<file path="src/rtl/shift_pkg.sv">
// Shared definitions for the shift/rotate execute unit.
package shift_pkg;

    typedef enum logic [1:0] {
        SH_SLL = 2'd0,
        SH_SRL = 2'd1,
        SH_SRA = 2'd2,
        SH_ROL = 2'd3
    } shift_op_e;

    localparam int SHIFT_W = 32;

endpackage

</file>
<file path="src/rtl/slc.sv">
// Cyclic left shifter: r is a rotated left by b, built as a log-depth
// chain of power-of-two rotate stages.
module slc #(
    parameter int N = 32
) (
    output logic [N-1:0]         r,
    input  logic [N-1:0]         a,
    input  logic [$clog2(N)-1:0] b
);
    localparam int K = $clog2(N);

    logic [N-1:0] t;

    // NOTE: combinational blocks use blocking '=' so each stage sees the
    // previous stage's value within the same evaluation; clocked blocks use '<='.
    always_comb begin
        t = a;
        for (int s = 0; s < K; s++) begin
            if (b[s]) begin
                t = (t << (1 << s)) | (t >> (N - (1 << s)));
            end
        end
        r = t;
    end

endmodule

</file>
<file path="src/rtl/shift_pipe.sv">
// Two-stage pipelined SLL/SRL/SRA/ROL unit. S1 precomputes the rotate amount
// and mask; S2 rotates through slc and applies the mask and sign fill.
module shift_pipe
    import shift_pkg::*;
#(
    parameter int N = SHIFT_W,
    parameter int K = $clog2(N)
) (
    input  logic         clk,
    input  logic         rst,
    input  logic         in_valid,
    output logic         in_ready,
    input  logic [N-1:0] in_a,
    input  logic [K-1:0] in_b,
    input  logic [1:0]   in_op,
    input  logic [4:0]   in_rd,
    output logic         out_valid,
    input  logic         out_ready,
    output logic [N-1:0] out_r,
    output logic [4:0]   out_rd
);

    logic         v1;
    logic         v2;
    logic         r1;
    logic         r2;

    logic [N-1:0] s1_a;
    logic [N-1:0] s1_mask;
    logic [K-1:0] s1_ra;
    logic [4:0]   s1_rd;
    shift_op_e    s1_op;

    shift_op_e    in_op_e;
    logic [K-1:0] ra_next;
    logic [N-1:0] mask_next;

    logic [N-1:0] rot;
    logic [N-1:0] r_next;

    // A stage may load when it is empty or the stage after it is draining.
    always_comb begin
        r2        = !v2 || out_ready;
        r1        = !v1 || r2;
        in_ready  = r1;
        out_valid = v2;
    end

    // Right shifts become a left rotate by (N - b) mod N, which wraps
    // naturally in K bits; the mask then clears the wrapped-in bits.
    always_comb begin
        // NOTE: every output of a combinational block gets a default first so
        // no path leaves it unassigned, which would infer a latch.
        in_op_e   = shift_op_e'(in_op);
        ra_next   = in_b;
        mask_next = '1;
        case (in_op_e)
            SH_SLL: begin
                mask_next = {N{1'b1}} << in_b;
            end
            SH_SRL, SH_SRA: begin
                ra_next   = K'(0) - in_b;
                mask_next = {N{1'b1}} >> in_b;
            end
            default: begin
            end
        endcase
    end

    always_ff @(posedge clk or posedge rst) begin
        // NOTE: data registers are reset as well as valids so the result port
        // reads zero while the pipeline is held in reset.
        if (rst) begin
            v1      <= 1'b0;
            s1_a    <= '0;
            s1_mask <= '0;
            s1_ra   <= '0;
            s1_rd   <= '0;
            s1_op   <= SH_SLL;
        end else if (r1) begin
            v1 <= in_valid;
            if (in_valid) begin
                s1_a    <= in_a;
                s1_mask <= mask_next;
                s1_ra   <= ra_next;
                s1_rd   <= in_rd;
                s1_op   <= in_op_e;
            end
        end
    end

    slc #(.N(N)) u_slc (
        .r (rot),
        .a (s1_a),
        .b (s1_ra)
    );

    // SRA fills the bits cleared by the mask with copies of the sign bit.
    always_comb begin
        r_next = rot & s1_mask;
        if (s1_op == SH_SRA && s1_a[N-1]) begin
            r_next = r_next | ~s1_mask;
        end
    end

    always_ff @(posedge clk or posedge rst) begin
        if (rst) begin
            v2     <= 1'b0;
            out_r  <= '0;
            out_rd <= '0;
        end else if (r2) begin
            v2 <= v1;
            if (v1) begin
                out_r  <= r_next;
                out_rd <= s1_rd;
            end
        end
    end

endmodule

</file>
<file path="config.mk">
export PLATFORM = sky130hd
export DESIGN_NAME = shift_pipe
export DESIGN_NICKNAME = d
export VERILOG_FILES = /design/src/rtl/shift_pkg.sv /design/src/rtl/slc.sv /design/src/rtl/shift_pipe.sv
export SDC_FILE = /design/constraint.sdc
export NUM_CORES = 1
export LEC_CHECK = 0
export CAP_MARGIN = 15
export CORE_UTILIZATION = 51
export CTS_BUF_LIST = sky130_fd_sc_hd__clkbuf_8 sky130_fd_sc_hd__clkbuf_16
export DETAILED_ROUTE_END_ITERATION = 8
export HOLD_SLACK_MARGIN = 0.03
export PLACE_DENSITY = 0.74
export RECOVER_POWER = 100
export SYNTH_ARGS = -nofsm -noshare
export SYNTH_HDL_FRONTEND = slang
export SYNTH_SLANG_ARGS = --single-unit
export TNS_END_PERCENT = 5
</file>
<file path="constraint.sdc">
create_clock -name clk -period 8.6 [get_ports clk]
set_input_delay 1.72 -clock clk [delete_from_list [all_inputs] [get_ports clk]]
set_output_delay 1.72 -clock clk [all_outputs]
set_load 0.1 [all_outputs]
</file>
==> reports/metrics.sh, run 1 <==
ANTENNA_VIOLATIONS_BEFORE_REPAIR=0
MULTIINPUTGATEAREA_MM2=0.003896
ROUTED_WL_UM=22440
AREA_GROWTH_FROM_SYNTHESIS_TO_FINAL_LAYOUT_PCT=20.24
WORST_HOLD_SLACK_NS=0.4723
RSZ0062_AT_GRT='false'
FINAL_CELLS=1026
DETAILEDROUTE.FIRSTPASSITERATIONCOUNT=5
SYN_AREA_MM2=0.007128
WORST-SLEW-PIN-TRANSITION_NS=3.734
CRITICAL-PATH-MAX-STAGE-DELAY_NS=2.62
DIE_WIDTH_UM=120.2
FMAXACHIEVABLE_MHz=181.1
CLOCK_SINK_COUNT=115
PLACED_CELLS=994
FINAL_COMMON_CELL='sky130_fd_sc_hd__nand2_1'
POST_CTS_BUFFERS=0
POST_DP_CELL_AREA_MM2=0.007971
NUMBER_OF_LIBRARY_CELL_TYPES_MAPPED_BY_SYNTHESIS=44
TOTAL_LEAKAGE_POWER_nW=3.634
CTSHTREEMAXLEVEL=4
ANTENNA_CELLS_INSERTED=0
SYN-MEAN-INSTANCE-AREA_UM2=9.000
CLOCK-SKEW-FINAL_NS=0.009708
DRV_CAP=4
CRITPATHSLOWESTCELL='sky130_fd_sc_hd__clkbuf_1'
FIN_CRIT_SH_PCT=64.20
FILL_CELLS=1136
GP_ROUTABILITY_CONGESTION=0.9365
PORTBUFFERS=86
FINAL_NETS=892
VIOLATIONS='max-capacitance violations, max-slew violations'
POWERDENSITY_mW_PER_MM2=345.3
SEQUENTIAL_CELL_AREA_MM2=0.002879
HOLD_CLASS='flip-flop to flip-flop'
SYNTH_EDF_COUNT=0
NUM_ROWS=42
PATH_BUF_INV=2
MAXIMUM_FANOUT_ALONG_THE_WORST_PATH=92
DIE_AREA_MM2=0.01445
MOST-COMMON-LAYOUT-CELLS='sky130_fd_sc_hd__nand2_1, sky130_fd_sc_hd__dfrtp_1, sky130_fd_sc_hd__o21ai_0, sky130_fd_sc_hd__nor2_1, sky130_fd_sc_hd__clkdlybuf4s50_1'
ROUTED-VIA-COUNT=6647
CLOCK_TREE_FROM_TRITONCTS='built'
YS_SEQ_ELEMENTS=115
CRITICAL_PATH.CELL_CHAIN='dlygate4sd3_1, nand3b_1, nand2_2, clkbuf_1, o21ai_0'
SYNTH_ASYNC_SR_FLOP_SHARE_PCT=100.0
WORST_SETUP_PATH_START_KIND='primary input'
SYNTHDOMINANTAREACELLTYPE='sky130_fd_sc_hd__dfrtp_1'
LAYOUT.CORE_UTILIZATION_PCT=63.71
COUNT_OF_MAPPED_CELLS_OUT_OF_SYNTHESIS=792
WL_PER_CELL_UM=21.87
POST_SYNTH_MAIN_AREA_CONTRIBUTORS='sky130_fd_sc_hd__dfrtp_1, sky130_fd_sc_hd__nand2_1, sky130_fd_sc_hd__mux4_2'
WORSTSETUPENDPOINTTYPE='flip-flop'
MAXSLEWHEADROOM_PCT=-148.9
REMAINING_DRC_ERRORS=0
CTS_MAX_PATH_BUFFERS=2
SYN_NETS=847
POSTCTSRESIZEDCELLS=0
DIE_HEIGHT_UM=120.2
GRT_START_MAX_NET_PINS=93
GRT_USAGE_PCT=32.59
FIN_TNS_SETUP_NS=0
FINAL_ANTENNA_NET_COUNT=0
FIRST_PASS_GRT_WIRE_LENGTH_UM=35310
FINAL_MAX_SLEW_VIOL_COUNT=210
POST-SYNTH-TOP-AREA-FRACTION_PCT=40.37
DRT_ITER0_MARKERS=665
FINAL_INSTANCE_AREA_MM2=0.008571
POSTSYNTH.TOPFLOPCELL='sky130_fd_sc_hd__dfrtp_1'
CTS_INSERTED_BUFFERS=17
CRIT_PATH_DAT_NS=5.65
WORSTSKEWPAIRLATENCY_NS=0.42
NUMBER_OF_GLOBAL_ROUTE_VIAS_BEFORE_REPAIR=6420
FINAL_HOLD_VIOL_COUNT=0
NUMBER_OF_WARNINGS_ISSUED_BY_YOSYS=0
FINALWORSTPATHREQUIREDPERIOD_NS=5.521
DESIGN.CORE.AREA_MM2=0.01345
CTS_ROOT_BUF='sky130_fd_sc_hd__clkbuf_16'
LAYOUT-DRIVE-GT1-SHARE_PCT=9.765
FINAL-SETUP-VIOL-COUNT=0
GRT_OVERFLOW=0
VIAS_PER_CELL=6.479
STATUS='complete, but fails checks'
INITIAL_UTILIZATION_PCT=52.99
CTS.HOLD.BUFFERS_ADDED=0
PATH_CLK_SLEW_NS=0.06
NUM_IO_PINS=87
VDD_IR_DROP_MAX_V=0.0002239
SEQUENTIAL_SHARE_OF_THE_SYNTHESIZED_AREA_PCT=40.37
REQUIRED_NS=8.73
TIMING_WORST_SETUP_PATH_TYPE='primary input to flip-flop'
HPWLAFTERDP_UM=15330
CRITICAL-PATH-TOP-DELAY-FAMILY='buffers and inverters'
==> state kept, by name (all words and copies together), names as in the netlist <==
name,flops
s1_rd,5
s1_ra,5
out_r,32
s1_op,2
out_rd,5
s1_mask,32
v1,1
out_valid,1
s1_a,32
==> metal layers <==
| metal | global-route usage (%) | vias to the layer above | wire length [µm] |
|---|---|---|---|
| met2 | 47.92 | 379 | 9817 |
| met4 | 17.13 | 0 | 877 |
| li1 | - | 3012 | - |
| met5 | 0 | - | 0 |
| met1 | 44.70 | 3195 | 9486 |
| met3 | 7.877 | 61 | 2256 |
==> cells by family (layout without fill, tap and decap cells) <==
| family | after synthesis | count (layout) | share of synthesized area [%] |
|---|---|---|---|
| and+or+nand+nor | 299 | 299 | 16.96 |
| xor gates and xnor gates | 2 | 2 | 0.2458 |
| adders and majority gates | 7 | 7 | 1.229 |
| muxes | 66 | 66 | 13.80 |
| DFF | 115 | 115 | 40.37 |
| AOI/OAI and AO/OA | 224 | 224 | 22.38 |
| buffers and inverters | 79 | 137 | 5.020 |
==> path summary, 6_finish.rpt <==
path / to / startpoint / cells after the start / slack, ns
worst max register to register: s1_mask[6]$_DFFE_PP0P_ / v1$_DFFE_PP0N_ / 4 / 4.60
worst min register to register: out_rd[2]$_DFFE_PP0P_ / out_rd[2]$_DFFE_PP0P_ / 2 / 0.47
worst max-delay path: s1_mask[6]$_DFFE_PP0P_ / out_ready / 5 / 3.08
min in group asynchronous: s1_a[11]$_DFFE_PP0P_ / rst / 2 / 2.25
worst min-delay path: out_rd[2]$_DFFE_PP0P_ / out_rd[2]$_DFFE_PP0P_ / 2 / 0.47
max in group asynchronous: out_r[17]$_DFFE_PP0P_ / rst / 3 / 4.69
==> cells in the mapped netlist, types with 3 or more instances <==
library cell and count:
sky130_fd_sc_hd__a221oi_1 15, sky130_fd_sc_hd__nor2_1 47, sky130_fd_sc_hd__clkbuf_1 54, sky130_fd_sc_hd__a2111oi_0 10, sky130_fd_sc_hd__mux2_2 8, sky130_fd_sc_hd__o22ai_1 11
sky130_fd_sc_hd__buf_6 3, sky130_fd_sc_hd__mux4_2 25, sky130_fd_sc_hd__nand3_1 8, sky130_fd_sc_hd__inv_1 8, sky130_fd_sc_hd__o21ai_0 58, sky130_fd_sc_hd__mux2i_1 33
sky130_fd_sc_hd__a2bb2oi_1 9, sky130_fd_sc_hd__a222oi_1 3, sky130_fd_sc_hd__a21oi_1 20, sky130_fd_sc_hd__nand2_1 215, sky130_fd_sc_hd__o211ai_1 10, sky130_fd_sc_hd__nand2b_1 7
sky130_fd_sc_hd__and2_1 6, sky130_fd_sc_hd__a22o_1 10, sky130_fd_sc_hd__nor2b_1 9, sky130_fd_sc_hd__o2111ai_1 4, sky130_fd_sc_hd__a22oi_1 18, sky130_fd_sc_hd__buf_2 5
sky130_fd_sc_hd__o221a_2 3, sky130_fd_sc_hd__o221ai_1 32, sky130_fd_sc_hd__dfrtp_1 115, sky130_fd_sc_hd__ha_1 7, sky130_fd_sc_hd__a211oi_1 5, sky130_fd_sc_hd__o31ai_1 7
sky130_fd_sc_hd__buf_1 7
==> power by group <==
part	total (mW)	internal, mW	switching [mW]
combinational	1.42	0.391	1.03
sequential	0.809	0.673	0.136
clock	0.734	0.469	0.265
==> tightest hold or removal path, delay by kind of cell, from the launching register on <==
| kind | cells | cell delay, ns |
|---|---|---|
| flip-flops | 1 | 0.33 |
| AND/OR/NAND/NOR | 2 | 0.11 |
==> through the flow <==
step	setup slack, ns	power [mW]
3_5_place_dp	3.376	2.240
3_3_place_gp	3.377	2.223
2_1_floorplan	3.836	1.856
6_report	3.079	2.959
5_1_grt	2.615	3.071
4_1_cts	3.362	2.982
==> layout make-up <==
type,count,area share [%]
repair buffers,97,10.88
well taps,176,2.569
multi-input cells,598,45.46
clock buffers,19,5.285
inverters,8,0.3650
clock inverters,13,1.854
flip-flops and latches,115,33.59
Note: power is estimated with default switching activity, not from simulation.
==> run 2: changes to the inputs <==
- clock period: 8.6 -> 5.69 ns (I/O delays scaled with it)
==> reports/metrics.sh, run 2 (synthesized netlist as in run 1, its figures left out) <==
TIMING_WORST_SETUP_PATH_TYPE='primary input to flip-flop'  # unchanged
CRITPATHSLOWESTCELL='sky130_fd_sc_hd__nand2_1'  # was sky130_fd_sc_hd__clkbuf_1
GRT_USAGE_PCT=32.63  # was 32.59%
AREA_GROWTH_FROM_SYNTHESIS_TO_FINAL_LAYOUT_PCT=19.94  # was 20.24%
CTS_MAX_PATH_BUFFERS=2  # unchanged
FINAL_HOLD_VIOL_COUNT=0  # unchanged
REQUIRED_NS=6.03  # was 8.73 ns
VDD_IR_DROP_MAX_V=0.0003626  # was 0.0002239 V
ROUTED-VIA-COUNT=6629  # was 6647
VIOLATIONS='max-capacitance violations, max-slew violations'  # unchanged
WORST_HOLD_SLACK_NS=0.4711  # was 0.4723 ns
INITIAL_UTILIZATION_PCT=52.99  # unchanged
NUMBER_OF_GLOBAL_ROUTE_VIAS_BEFORE_REPAIR=6410  # was 6420
SHARE_SEQ_OF_TOTAL_POWER_PCT=28.3  # was 27.3%
DESIGN.CORE.AREA_MM2=0.01345  # unchanged
PWR-SHARE-COMB_PCT=47.9  # about the same
FIN_TNS_SETUP_NS=0  # unchanged
MAXSLEWHEADROOM_PCT=-105.0  # was -148.9%
FINAL_ANTENNA_NET_COUNT=0  # unchanged
WORSTSKEWPAIRLATENCY_NS=0.42  # about the same
FINAL_NETS=893  # was 892
POSTCTSRESIZEDCELLS=0  # unchanged
WORSTSETUPENDPOINTTYPE='flip-flop'  # unchanged
CLOCK_NETWORK_FRACTION_OF_DESIGN_POWER_PCT=23.8  # was 24.8%
FINAL_MAX_SLEW_VIOL_COUNT=177  # was 210
DRT_ITER0_MARKERS=785  # was 665
LAYOUT-DRIVE-GT1-SHARE_PCT=9.753  # was 9.765%
CLOCK_SINK_COUNT=115  # unchanged
WORST-SLEW-PIN-TRANSITION_NS=3.075  # was 3.734 ns
NUM_ROWS=42  # unchanged
ANTENNA_VIOLATIONS_BEFORE_REPAIR=0  # unchanged
LAYOUT.CORE_UTILIZATION_PCT=63.55  # was 63.71%
FINALWORSTPATHREQUIREDPERIOD_NS=4.422
VIAS_PER_CELL=6.455  # was 6.479
ANTENNA_CELLS_INSERTED=0  # unchanged
WL_PER_CELL_UM=22.06  # was 21.87 µm
CRIT_PATH_DAT_NS=4.76  # was 5.65 ns
FMAXACHIEVABLE_MHz=226.1
FIRST_PASS_GRT_WIRE_LENGTH_UM=35620  # was 35310 µm
STATUS='complete, but fails checks'  # unchanged
GRT_OVERFLOW=0  # unchanged
TOTAL_LEAKAGE_POWER_nW=3.619  # was 3.634 nW
POST_DP_CELL_AREA_MM2=0.007979  # was 0.007971 mm²
POWERDENSITY_mW_PER_MM2=517.7  # was 345.3 mW/mm²
POST_CTS_BUFFERS=0  # unchanged
WORST_SETUP_PATH_START_KIND='primary input'  # unchanged
FIN_CRIT_SH_PCT=77.72
CTSHTREEMAXLEVEL=4  # unchanged
NUM_IO_PINS=87  # unchanged
REMAINING_DRC_ERRORS=0  # unchanged
FINAL_INSTANCE_AREA_MM2=0.008549  # was 0.008571 mm²
MAXIMUM_FANOUT_ALONG_THE_WORST_PATH=60  # was 92
HOLD_CLASS='flip-flop to flip-flop'  # unchanged
P_SW_SHARE_PCT=49.15  # was 48.20%
HPWLAFTERDP_UM=15930  # was 15330 µm
TOP_REGS='out_r x32, s1_a x32, s1_mask x32'  # unchanged
CELL_INTERNAL_PWR_mW=2.251  # was 1.533 mW
CLOCK-SKEW-FINAL_NS=0.008662  # was 0.009708 ns
P_TOTAL_mW=4.426  # was 2.959 mW
CRITICAL-PATH-MAX-STAGE-DELAY_NS=1.33  # was 2.62 ns
NET-SWITCHING-POWER_mW=2.176  # was 1.426 mW
GP_ROUTABILITY_CONGESTION=0.9201  # was 0.9365
SEQUENTIAL_CELL_AREA_MM2=0.002879  # unchanged
CLOCK_TREE_FROM_TRITONCTS='built'  # unchanged
DIE_AREA_MM2=0.01445  # unchanged
CRITICAL_PATH.CELL_CHAIN='dlygate4sd3_1, nand3b_1, nand2_1, clkbuf_1, a2111oi_0, nor2_1'  # was dlygate4sd3_1, nand3b_1, nand2_2, clkbuf_1, o21ai_0
PATH_CLK_SLEW_NS=0.06  # about the same
DETAILEDROUTE.FIRSTPASSITERATIONCOUNT=5  # unchanged
PORTBUFFERS=86  # unchanged
MULTIINPUTGATEAREA_MM2=0.003894  # was 0.003896 mm²
CTS_INSERTED_BUFFERS=17  # unchanged
FINAL_COMMON_CELL='sky130_fd_sc_hd__nand2_1'  # unchanged
GRT_START_MAX_NET_PINS=83  # was 93
CTS.HOLD.BUFFERS_ADDED=0  # unchanged
FILL_CELLS=1181  # was 1136
FINAL-SETUP-VIOL-COUNT=0  # unchanged
DIE_WIDTH_UM=120.2  # unchanged
DIE_HEIGHT_UM=120.2  # unchanged
CTS_ROOT_BUF='sky130_fd_sc_hd__clkbuf_16'  # unchanged
DRV_CAP=3  # was 4
RSZ0062_AT_GRT='false'  # unchanged
ROUTED_WL_UM=22660  # was 22440 µm
MOST-COMMON-LAYOUT-CELLS='sky130_fd_sc_hd__nand2_1, sky130_fd_sc_hd__dfrtp_1, sky130_fd_sc_hd__o21ai_0, sky130_fd_sc_hd__nor2_1, sky130_fd_sc_hd__clkdlybuf4s50_1'  # unchanged
[run 2: cell type report]
| type | instances | area share (%) |
|---|---|---|
| tap | 176 | 2.576 |
| clock inverter | 15 | 1.888 |
| multi-input combinational | 598 | 45.54 |
| sequential | 115 | 33.67 |
| inverter | 8 | 0.3512 |
| timing repair buffer | 98 | 10.99 |
| clock buffer | 17 | 4.976 |
[run 2: worst paths after layout]
kind	from	end	slack, ns	cells past startpoint
hold reg to reg	out_rd[4]$_DFFE_PP0P_	out_rd[4]$_DFFE_PP0P_	0.47	2
setup reg to reg	v1$_DFFE_PP0N_	s1_mask[16]$_DFFE_PP0P_	2.21	5
max in group asynchronous	rst	s1_ra[1]$_DFFE_PP0P_	1.57	2
setup / recovery	out_ready	s1_mask[16]$_DFFE_PP0P_	1.27	6
min in group asynchronous	rst	s1_a[12]$_DFFE_PP0P_	2.13	2
hold / removal	out_rd[4]$_DFFE_PP0P_	out_rd[4]$_DFFE_PP0P_	0.47	2
[run 2: routing by layer]
metal | wire (µm) | GRT usage, %
met1 | 9847 | 45.73
met2 | 9785 | 46.59
met3 | 2120 | 8.726
met4 | 907 | 16.28
met5 | 0 | 0
[run 2: metrics by stage]
stage	setup slack, ns	instances
5_1_grt	0.8020	1027
3_3_place_gp	1.637	995
2_1_floorplan	1.508	792
4_1_cts	1.614	1027
3_5_place_dp	1.623	995
6_report	1.268	1027
[run 2: worst max-delay path, delay by kind of cell]
| kind | cells | cell delay, ns |
|---|---|---|
| AND/OR/NAND/NOR | 3 | 1.70 |
| buffers and inverters | 2 | 1.67 |
| AO/OA/AOI/OAI | 1 | 0.24 |
[run 2: power by group through the flow]
| stage | Sequential (mW) | Combinational (mW) | Clock (mW) |
|---|---|---|---|
| 2_1_floorplan | 2.00 | 0.807 | 0 |
| 3_3_place_gp | 1.24 | 2.12 | 0 |
| 3_5_place_dp | 1.26 | 2.14 | 0 |
| 4_1_cts | 1.25 | 2.15 | 1.06 |
| 5_1_grt | 1.27 | 2.21 | 1.10 |
| 6_report | 1.25 | 2.12 | 1.05 |
